## config.mk

```make
export PLATFORM = sky130hd
export DESIGN_NAME = stack_exec
export DESIGN_NICKNAME = d
export VERILOG_FILES = /design/src/rtl/stack_exec.sv
export SDC_FILE = /design/constraint.sdc
export NUM_CORES = 1
export LEC_CHECK = 0
export CAP_MARGIN = 10
export CELL_PAD_IN_SITES_DETAIL_PLACEMENT = 0
export CELL_PAD_IN_SITES_GLOBAL_PLACEMENT = 1
export CORE_ASPECT_RATIO = 1.25
export CORE_MARGIN = 10
export CORE_UTILIZATION = 36
export CTS_BUF_LIST = sky130_fd_sc_hd__clkbuf_8
export CTS_CLUSTER_SIZE = 28
export DETAILED_ROUTE_END_ITERATION = 6
export PLACE_DENSITY = 0.83
export SYNTH_ARGS = -nofsm -noshare
export SYNTH_HDL_FRONTEND = slang
export SYNTH_SLANG_ARGS = --single-unit
```

## constraint.sdc

```tcl
create_clock -name clk -period 3.3 [get_ports clk]
set_clock_uncertainty 0.2 [all_clocks]
set_input_delay 0.33 -clock clk [delete_from_list [all_inputs] [get_ports clk]]
set_output_delay 0.33 -clock clk [all_outputs]
set_load 0.01 [all_outputs]
```

## src/rtl/stack_exec.sv

```systemverilog
// Stack-machine execution sequencer: takes one opcode at a time, drives push/pop on the operand stack.
// Optional MUL (opcode A) is enabled by defining STACK_EXEC_MUL_EN.
module stack_exec #(
  parameter int WIDTH = 16,
  parameter int DEPTH = 16
) (
  input  logic             clk,
  input  logic             rst,
  input  logic             op_valid,
  output logic             op_ready,
  input  logic [3:0]       op_code,
  input  logic [WIDTH-1:0] op_imm,
  output logic             stk_push,
  output logic             stk_pop,
  output logic [WIDTH-1:0] stk_din,
  input  logic [WIDTH-1:0] stk_dout,
  input  logic [15:0]      stk_tos,
  output logic             done,
  output logic             err,
  output logic [WIDTH-1:0] result
);

  localparam logic [2:0] IDLE    = 3'd0;
  localparam logic [2:0] POP_A   = 3'd1;
  localparam logic [2:0] POP_B   = 3'd2;
  localparam logic [2:0] CAP_A   = 3'd3;
  localparam logic [2:0] CAP_B   = 3'd4;
  localparam logic [2:0] PUSH_R  = 3'd5;
  localparam logic [2:0] PUSH_R2 = 3'd6;
  localparam logic [2:0] DONE    = 3'd7;

  localparam logic [3:0] OP_NOP = 4'h0, OP_PUSHI = 4'h1, OP_POP = 4'h2, OP_ADD = 4'h3,
                         OP_SUB = 4'h4, OP_AND   = 4'h5, OP_OR  = 4'h6, OP_XOR = 4'h7,
                         OP_NOT = 4'h8, OP_DUP   = 4'h9, OP_MUL = 4'hA;

  localparam logic [15:0] DEPTH_T = 16'(DEPTH);

  logic [2:0]       state, nxt;
  logic [3:0]       op_q;
  logic [WIDTH-1:0] imm_q, a, b, alu;
  logic             rej, legal, acc, is_bin;

  assign op_ready = (state == IDLE);
  assign acc      = op_valid && op_ready;
  assign done     = (state == DONE);
  assign err      = done && rej;
  assign stk_pop  = (state == POP_A) || (state == POP_B);
  assign stk_push = (state == PUSH_R) || (state == PUSH_R2);
  assign stk_din  = stk_push ? alu : '0;

  // Only legal opcodes ever leave IDLE, so op_q needs no further qualification here.
  always_comb begin
    is_bin = (op_q >= OP_ADD) && (op_q <= OP_XOR);
`ifdef STACK_EXEC_MUL_EN
    if (op_q == OP_MUL) is_bin = 1'b1;
`endif
  end

  always_comb begin
    legal = 1'b0;
    case (op_code)
      OP_NOP:                                 legal = 1'b1;
      OP_PUSHI:                               legal = stk_tos < DEPTH_T;
      OP_POP, OP_NOT:                         legal = stk_tos >= 16'd1;
      OP_ADD, OP_SUB, OP_AND, OP_OR, OP_XOR:  legal = stk_tos >= 16'd2;
      OP_DUP:                                 legal = (stk_tos >= 16'd1) && (stk_tos <= DEPTH_T - 16'd1);
`ifdef STACK_EXEC_MUL_EN
      OP_MUL:                                 legal = stk_tos >= 16'd2;
`endif
      default:                                legal = 1'b0;
    endcase
  end

  // Operands are registered before PUSH_R, so the ALU sees stable inputs for the whole push cycle.
  always_comb begin
    alu = '0;
    case (op_q)
      OP_PUSHI: alu = imm_q;
      OP_ADD:   alu = b + a;
      OP_SUB:   alu = b - a;
      OP_AND:   alu = b & a;
      OP_OR:    alu = b | a;
      OP_XOR:   alu = b ^ a;
      OP_NOT:   alu = ~a;
      OP_DUP:   alu = a;
`ifdef STACK_EXEC_MUL_EN
      OP_MUL:   alu = b * a;
`endif
      default:  alu = '0;
    endcase
  end

  always_comb begin
    nxt = state;
    case (state)
      IDLE: if (acc) begin
        if (!legal)                  nxt = DONE;
        else if (op_code == OP_NOP)  nxt = DONE;
        else if (op_code == OP_PUSHI) nxt = PUSH_R;
        else                         nxt = POP_A;
      end
      POP_A:   nxt = is_bin ? POP_B : CAP_A;
      POP_B:   nxt = CAP_B;
      CAP_A:   nxt = (op_q == OP_POP) ? DONE : PUSH_R;
      CAP_B:   nxt = PUSH_R;
      PUSH_R:  nxt = (op_q == OP_DUP) ? PUSH_R2 : DONE;
      PUSH_R2: nxt = DONE;
      DONE:    nxt = IDLE;
      default: nxt = IDLE;
    endcase
  end

  always_ff @(posedge clk) begin
    if (rst) begin
      state  <= IDLE;
      op_q   <= '0;
      imm_q  <= '0;
      a      <= '0;
      b      <= '0;
      rej    <= 1'b0;
      result <= '0;
    end else begin
      state <= nxt;
      if (acc) begin
        op_q  <= op_code;
        imm_q <= op_imm;
        rej   <= !legal;
      end
      case (state)
        POP_B: a <= stk_dout;
        CAP_A: begin
          a <= stk_dout;
          if (op_q == OP_POP) result <= stk_dout;
        end
        CAP_B:           b <= stk_dout;
        PUSH_R, PUSH_R2: result <= stk_din;
        default: ;
      endcase
    end
  end

endmodule

```

# Word-level counts from Yosys, hierarchy flattened
# Cells that the tools add are included.
# Widths: inputs -> output; s select.
classes:
  add_sub_neg: 2
  n_eq_ne: 27
  reduce_logical: 15
  n_lt_le_gt_ge: 6
  n_mux: 13
  n_bitwise: 4
op_table:
  columns: ["op", "count"]
  rows:
  - ["$pmux 16 s8", 1]
  - ["$eq 4x3->1 const B", 8]
  - ["$mux 16", 2]
  - ["$pmux 16 s2", 1]
  - ["$pmux 3 s8", 1]
  - ["$add 16x16->16", 1]
  - ["$and 16x16->16", 1]
  - ["$eq 4x2->1 const B", 4]
  - ["$eq 4x4->1 const B", 4]
  - ["$ge 16x1->1 const B", 1]
  - ["$ge 16x2->1 const B", 1]
  - ["$le 16x4->1 const B", 1]
  - ["$lt 16x5->1 const B", 1]
  - ["$not 16->16", 1]
  - ["$or 16x16->16", 1]
  - ["$sub 16x16->16", 1]
  - ["$xor 16x16->16", 1]
  - ["$eq 3x3->1 const B", 4]
  - ["$mux 3", 4]
  - ["$eq 4x1->1 const B", 2]
  - ["$eq 3x2->1 const B", 2]
  - ["$reduce_or 2->1", 3]
  - ["$pmux 1 s5", 1]
  - ["$reduce_or 5->1", 1]
  - ["14 further kinds", 19]
totals:
  out_inout_bits: 37
  register_bits: 72
  input_bits: 55
  elab_cells: 74

# Logic depth before layout (Yosys ltp)
# Gate-level depths: netlist of the first run.
depth:
  ltp_word: 6
  ltp_mapped: 17
  ltp_nobuf: 15

# Least setup slack after synthesis of the first run
# OpenSTA, ideal clock, no wires.
synth_timing:
  kind: "register to output"
  startpoint: "register op_q[1]"
  endpoint: "output port stk_din[15]"
  slack_ps: -250
  required_time_ps: 2770
  path_buffers: 4
  arrival_ps: 3020
  stages_incl_launch_ff: 18
  cell_sequence: "dfxtp_1 > buf_2 > buf_2 > buf_2 > nor2_1 > nand2_1 > o31ai_1 > nand2_1 > xnor2_1 > ha_1 > clkbuf_1 > a21o_1 > a21o_1 > a221o_1 > a31oi_1 > xor2_1 > nand2_1 > nand2_1"
synth_between:
  elab_chain_cells: 3
  word_cells_on_any_way: 10
  cone_classes: "8 x eq/ne; 2 x mux"
synth_rtl:
  columns: ["item", "line", "source"]
  rows:
  - ["start: declaration", "39", "logic [3:0] op_q;"]
  - ["start signal: assignment", "125", "op_q <= op_code;"]
  - ["$eq 4x4->1 (tied with other cells)", "77", "case (op_q)"]
  - ["$pmux 16 s8 (*)", "77", null]
  - ["$mux 16 (*)", "49", "assign stk_din = stk_push ? alu : '0;"]
  - ["end: declaration", "15", "output logic [WIDTH-1:0] stk_din,"]
# Mark *: on every way between the ends. The rest lies on a longest branch, timed or not.

# Worst setup path after layout of the first run
layout_timing:
  startpoint: "register a[1]"
  endpoint: "output port stk_din[15]"
layout_between:
  elab_chain_cells: 3
  word_cells_on_any_way: 4
  cone_classes: "2 x add/sub; 2 x mux"
layout_rtl:
  columns: ["item", "line", "source"]
  rows:
  - ["start: declaration", "40", "logic [WIDTH-1:0] imm_q, a, b, alu;"]
  - ["start signal: assignment", "130", "POP_B: a <= stk_dout;"]
  - ["start signal: assignment", "132", "a <= stk_dout;"]
  - ["$sub 16x16->16 or $add 16x16->16 (tied branches)", "80, 79", null]
  - ["$pmux 16 s8 (*)", "77", null]
  - ["$mux 16 (*)", "49", null]
# Marks and branches as above.

==> key figures, run 1 <==
Pwr
  – Sw frac: 45.98%
  – Total power: 9201 uW
  – PwrDens: 1089 mW/mm^2
  – NetSw: 4231 uW
  – Combinational Power Share: 77.6%
  – Leakage power: 0.003417 uW
  – Max VDD drop: 0.4407 mV
  – Clock share of power: 7.9%
  – Int Power: 4970 uW
  – Sequential power share: 14.4%

Synthesis
  – Synthesized area per cell: 7.267 sq um
  – Post-Syn Area: 0.005487 sq mm
  – Unique masters post-synth: 68
  – Mapped Cells: 755
  – Synth Register Bits: 72
  – Synth warnings: 0
  – Main synth FF type: dfxtp_1
  – Async S/R FF share, synth: 0%
  – Post-Syn Nets: 859
  – Sequential share of the synthesized area: 26.27%
  – Number of synthesized flops with an enable pin: 0

Worst hold path
  – Hold Startpoint: imm_q[0]
  – Worst hold path type: flop to flop

Drt
  – Wire per inst: 19.34 microns
  – DRC viols: 0
  – ANT nets after route: 0
  – WL final: 22.18 mm
  – Via density: roughly 5.5
  – First-pass iteration count of the detailed router: 5
  – DR vias: 6,272
  – Iter 0 DRT Violations: about 440

STA
  – Fin crit share: 116.3%
  – F_max: 260.5 MHz
  – Final Hold Fails: 0
  – Worst-Margin Slew: approximately 0.90 ns
  – Setup violators final: 15
  – RSZ-0062 raised after global routing: true
  – Fin worst setup slack: -0.5390 ns
  – Max-slew violation count: 0
  – Worst hold slack: 0.2569 ns
  – Fin crit period: between 3 and 4 ns
  – Slew HR: 40.18%

Place
  – Post-place instance area: 0.007401 sq mm
  – DP HPWL: approximately 16 mm
  – Inst Count DP: 1,095
  – Gp weighted congestion: a little over 0.9
  – # port buffers: 91

Floorplanning
  – Die X: 130.4 microns
  – DIE HEIGHT: around 160 microns
  – Initial Utilization: 36.69%
  – Num rows: 50
  – Die area: 0.02061 sq mm
  – Core area: 0.01495 sq mm
  – IO Count: 92

Outcome
  – Failing checks: negative setup slack
  – Run status: complete, but fails checks

Layout
  – Post-Route Utilization: approximately 56%
  – Antenna fix cells: 0
  – P&R area growth vs syn: 53.93%
  – Post-Layout Cell Count: 1,147
  – Final nets: 1,065
  – Post-route cell area: roughly 0.0084 sq mm
  – Fillers: 1,403
  – Layout cells sized above 1: 30.26%

Setup path
  – Crit path cell chain: inv_4, ha_4, and3_4, nand2_4, o31ai_4, nand2_1, xnor2_1, ha_1, a21o_1, a21o_1, a221o_1, a31oi_2, xor2_1, nand2_2, nand2_2, buf_6
  – Critical path's slowest cell: dfxtp_4
  – Worst setup SP type: flop
  – Reg2Reg Launch Point: op_q[2]
  – Crit-path max cell delay: 0.36 ns
  – Arrival time worst endpoint: 3.31 ns
  – Req. time, crit path: roughly 2.8 ns
  – CP endpoint kind: primary output
  – Crit Path Max Fanout: 3
  – Setup CP Type: flop to primary output
  – Worst setup startpoint: a[1]

Clock network
  – CTS Sinks: approximately 70
  – CTS H-tree lvls: 3
  – CTS Hold Buffers Added: 0
  – CTS tree: built
  – Worst-Skew Late Latency: between 0.3 and 0.4 ns
  – Num CTS Buffers: 9
  – Bufs on Longest Clock Path: 2
  – Clock root cell: clkbuf_8
  – Worst-path clk slew: around 0.090 ns

GRT
  – Pin count of the biggest net entering global routing: 61
  – Tot GR Track Use: between 20 and 25%
  – Vias in the first global route: 5,999
  – Global-route wire length before repair: between 30 and 40 mm
  – Grt ovf: 0
  – Initial antenna violation count: 0

Job
  – Max-cap violations: 0
kinds of logic (layout without fill, tap and decap cells):
| kind of cell | Yosys count | in the layout | share of synthesized area, % |
|---|---|---|---|
| and+or+nand+nor | 281 | 281 | 23.10 |
| AOI/OAI and AO/OA | 221 | 221 | 26.07 |
| xor gates and xnor gates | 28 | 28 | 4.470 |
| muxes | 12 | 12 | 2.189 |
| adders and majority gates | 49 | 49 | 11.31 |
| buffers and inverters | 92 | 302 | 6.591 |
| DFF | 72 | 72 | 26.27 |
power groups by stage:
stage / clock network (uW) / logic, uW / registers [uW]
after floorplan: 0 / 3130 / 1330
after global placement: 0 / 5090 / 1330
after detailed placement: 0 / 5090 / 1340
after CTS: 740 / 6060 / 1320
after global routing: 771 / 7650 / 1360
final: 729 / 7140 / 1330
registers in the layout, summed over array words and instances (netlist names):
signal	flops
a	16
b	16
imm_q	16
op_q	4
rej	1
result	16
state	3
synthesized netlist by cell type, drive strengths merged, types with 9 or more instances:
library cell | count | area [sq um]
mux2i | 12 | 120.1
dfxtp | 72 | 1441
ha | 48 | 600.6
nand3 | 14 | 70.07
o22ai | 10 | 62.56
nor2 | 43 | 163.9
clkbuf | 34 | 127.6
inv | 45 | 168.9
a21oi | 97 | 496.7
xnor2 | 21 | 183.9
nand2 | 156 | 585.6
nor3 | 10 | 55.05
buf | 13 | 65.07
nor2b | 9 | 56.30
o21ai | 32 | 160.2
cell usage in the layout (no fill, tap or decap), types with 9 or more instances in the layout:
| cell type | instances |
|---|---|
| ha_1 | 44 |
| a21oi_2 | 12 |
| a21oi_1 | 78 |
| o21ai_0 | 23 |
| clkdlybuf4s50_1 | 75 |
| buf_4 | 125 |
| dfxtp_1 | 65 |
| xnor2_1 | 13 |
| o22ai_1 | 10 |
| nand3_1 | 10 |
| nor2_1 | 37 |
| clkbuf_8 | 10 |
| nand2_1 | 150 |
| inv_1 | 43 |
| buf_2 | 9 |
| buf_6 | 31 |
| mux2i_1 | 12 |
per-layer routing:
metal / part of all wire, % / vias up / global-route usage, %
met5: 0 / - / 0
met4: 3.9 / 0 / 9.708
met3: 5.9 / 52 / 3.514
met2: 49 / 224 / 35.00
met1: 41 / 2940 / 25.00
li1: - / 3056 / -
final cells by class:
type	instances	area (sq um)	share of cell area (%)
clock inverters	5	48.80	0.5778
flip-flops and latches	72	1455	17.23
multi-input cells	591	4292	50.81
well taps	182	227.7	2.696
clock buffers	10	137.6	1.630
inverters	45	173.9	2.059
repair buffers	242	2111	24.99
path summary, 6_finish.rpt:
| check | slack, ns | depth (start not counted) | endpoint |
|---|---|---|---|
| worst max-delay path | -0.54 | 16 | stk_din[15] |
| worst min-delay path | 0.26 | 2 | imm_q[0] |
| worst max register to register | -0.17 | 16 | result[10] |
| worst min register to register | 0.26 | 2 | imm_q[0] |
worst max-delay path: cells and delay by family (launching register included):
family / cells / cell delay [ns]
and+or+nand+nor: 5 / 0.56
adders and majority gates: 2 / 0.42
DFF: 1 / 0.36
AOI/OAI and AO/OA: 5 / 1.09
xor gates and xnor gates: 2 / 0.33
buffers and inverters: 2 / 0.16
timing repair:
item | in CTS | in global routing
setup endpoints to repair | 18 | 26
pin swaps | 51 | 74
buffers inserted | 27 | 20
resized for setup | 124 | 75
per-stage QoR:
step	worst slack, ns	TNS [ns]
after CTS	-0.5502	-4.283
after floorplan	0.003763	0
after global placement	-0.5677	-4.796
after detailed placement	-0.6076	-4.890
final	-0.5390	-4.800
after global routing	-0.6480	-7.172
Power figures use the tool's default switching activity.
==> inputs of run 2 (changes only) <==
--- a/config.mk
+++ b/config.mk
@@ -10,11 +10,11 @@
 export CELL_PAD_IN_SITES_GLOBAL_PLACEMENT = 1
 export CORE_ASPECT_RATIO = 1.25
 export CORE_MARGIN = 10
-export CORE_UTILIZATION = 36
+export CORE_UTILIZATION = 40
 export CTS_BUF_LIST = sky130_fd_sc_hd__clkbuf_8
 export CTS_CLUSTER_SIZE = 28
 export DETAILED_ROUTE_END_ITERATION = 6
-export PLACE_DENSITY = 0.83
+export PLACE_DENSITY = 0.93
 export SYNTH_ARGS = -nofsm -noshare
 export SYNTH_HDL_FRONTEND = slang
 export SYNTH_SLANG_ARGS = --single-unit
==> constraint.sdc (replaced) <==
create_clock -name clk -period 3.8 [get_ports clk]
set_clock_uncertainty 0.2 [all_clocks]
set_input_delay 0.38 -clock clk [delete_from_list [all_inputs] [get_ports clk]]
set_output_delay 0.38 -clock clk [all_outputs]
set_load 0.01 [all_outputs]
==> run 2 against run 1 <==
Compared with the run above:
- the run still ends with negative setup slack left
- clock-buffer cell count rose by 1
- die area fell by 8.6%
- design area fell by 5.4%
- wire length fell by 4.9%
- first-iteration DRC count rose by 33%
- combinational power fell by 22%
- critical endpoint unchanged
- hold slack improved by 0.0061 ns
- sequential share of layout area rose by 0.88 points
- flip-flop and latch count did not move
- largest power group unchanged
==> key figures, run 2 (synthesis results as in run 1) <==
Floorplanning
  – Die X: 124.8 microns
  – DIE HEIGHT: ~150 microns
  – Die area: 0.01883 sq mm
  – IO Count: 92
  – Initial Utilization: 41.10%
  – Core area: 0.01335 sq mm
  – Num rows: 47

Layout
  – Commonest non-fill, non-tap cell in the layout: nand2_1
  – Most frequent cells in the layout: nand2_1 (153), buf_4 (107), a21oi_1 (82)
  – Post-route cell area: roughly 0.008 sq mm
  – Final nets: 1,034
  – Layout cells sized above 1: 25.03%
  – Antenna fix cells: 0
  – P&R area growth vs syn: 45.61%
  – Fillers: around 1,200

Clock network
  – CTS Hold Buffers Added: 0
  – Clock root cell: clkbuf_8
  – CTS Sinks: 72
  – CTS H-tree lvls: 3
  – Worst-path clk slew: 0.09 ns
  – CTS tree: built
  – Num CTS Buffers: 9
  – Bufs on Longest Clock Path: 2
  – Worst-Skew Late Latency: 0.37 ns

GRT
  – Global-route wire length before repair: 32.26 mm
  – Pin count of the biggest net entering global routing: 61
  – Tot GR Track Use: between 20% and 30%
  – Vias in the first global route: 6,012
  – Initial antenna violation count: 0
  – Grt ovf: 0

Pwr
  – Leakage power: 0.003201 uW
  – PwrDens: just over 900 mW/mm^2
  – Max VDD drop: 0.4549 mV
  – Total power: 7440 uW

Place
  – DP HPWL: 15.07 mm
  – Gp weighted congestion: 0.9579
  – Place WS: -0.3077 ns
  – # port buffers: 91
  – Post-place instance area: 0.007059 sq mm

Setup path
  – Reg2Reg Launch Point: a[1]
  – Arrival time worst endpoint: approximately 3.4 ns
  – Worst setup SP type: flop
  – Crit Path Max Fanout: 3
  – CP endpoint kind: primary output
  – Worst setup startpoint: a[1]
  – Req. time, crit path: 3.22 ns
  – Setup CP Type: flop to primary output

STA
  – F_max: 250.4 MHz
  – Fin worst setup slack: -0.1937 ns
  – Slew HR: 41.60%
  – Setup violators final: 4
  – Fin crit period: 3.994 ns
  – RSZ-0062 raised after global routing: true
  – Worst hold slack: 0.2630 ns
  – Final Hold Fails: 0
  – Worst-Margin Slew: between 0.8 and 0.9 ns
  – Max-slew violation count: 0
  – Fin crit share: 105.1%

Drt
  – Wire per inst: 19.07 microns
  – DRC viols: 0
  – WL final: 21.10 mm
  – Via density: 5.677
  – ANT nets after route: 0
  – DR vias: 6,279
  – First-pass iteration count of the detailed router: 5
  – Iter 0 DRT Violations: 588

Worst hold path
  – Worst hold path type: flop to flop
  – Hold Startpoint: imm_q[3]

Outcome
  – Failing checks: negative setup slack
  – Run status: complete, but fails checks

Job
  – Max-cap violations: 0
-- run 2: cell count changes in the layout (fill, tap and decap cells not counted), moves of 3 or more --
cell | before | now
buf_4 | 125 | 107
buf_6 | 31 | 15
nand2_1 | 150 | 153
o21ai_2 | 6 | 3
dfxtp_1 | 65 | 68
a21oi_2 | 12 | 8
a21oi_1 | 78 | 82
o21ai_1 | 1 | 4
-- run 2: power breakdown --
group	internal (uW)	total [uW]	switching [uW]	leakage, uW
logic	2710	5600	2890	0.00251
clock network	337	655	319	0.000101
registers	964	1190	223	0.000589
-- run 2: cell type report --
type / instances / area, sq um / area share [%]
clock buffers: 11 / 151.4 / 1.895
clock inverters: 5 / 55.05 / 0.6891
inverters: 45 / 168.9 / 2.114
multi-input cells: 591 / 4128 / 51.67
flip-flops and latches: 72 / 1446 / 18.10
well taps: 171 / 214.0 / 2.678
repair buffers: 211 / 1826 / 22.85
-- run 2: metrics by stage --
step           cells  setup TNS (ns)  utilization (%)
2_1_floorplan    755               0                -
3_3_place_gp    1055         -0.8171            52.88
3_5_place_dp    1055          -1.341            52.88
4_1_cts         1098         -0.4450            57.05
5_1_grt         1106         -0.9247            59.85
6_report        1106         -0.3665            59.85
-- run 2: layer usage --
layer  routed length, microns  track usage, %  vias up
met1                     8568           24.55     2949
met2                     9941           35.45      269
met5                        0               0        -
met3                     1407           4.126       64
met4                     1179           12.72        0
li1                         -               -     2997
-- run 2: critical path, stage by stage, from the launching register on --
cell and delay [ns]:
dfxtp_2 0.34, inv_2 0.08, ha_4 0.14, and3_4 0.22
nand2_4 0.06, o31ai_2 0.18, buf_4 0.17, nand2_4 0.05
xnor2_2 0.14, ha_1 0.31, a21o_1 0.16, a21o_1 0.15
a221o_1 0.32, a31oi_2 0.22, xor2_1 0.16, nand2_1 0.10
nand2_1 0.10, buf_2 0.14
-- run 2: timing repair --
action | 4_1_cts | 5_1_grt
pin swaps | 33 | 43
endpoints found under the setup margin | 13 | 16
buffers inserted | 27 | 15
resized for setup | 89 | 62
-- run 2: path summary, 6_finish.rpt --
path                  to  slack (ns)  cells past startpoint
max          stk_din[15]       -0.19                     17
max reg2reg   result[15]        0.13                     19
min reg2reg     imm_q[3]        0.26                      2
min             imm_q[3]        0.26                      2
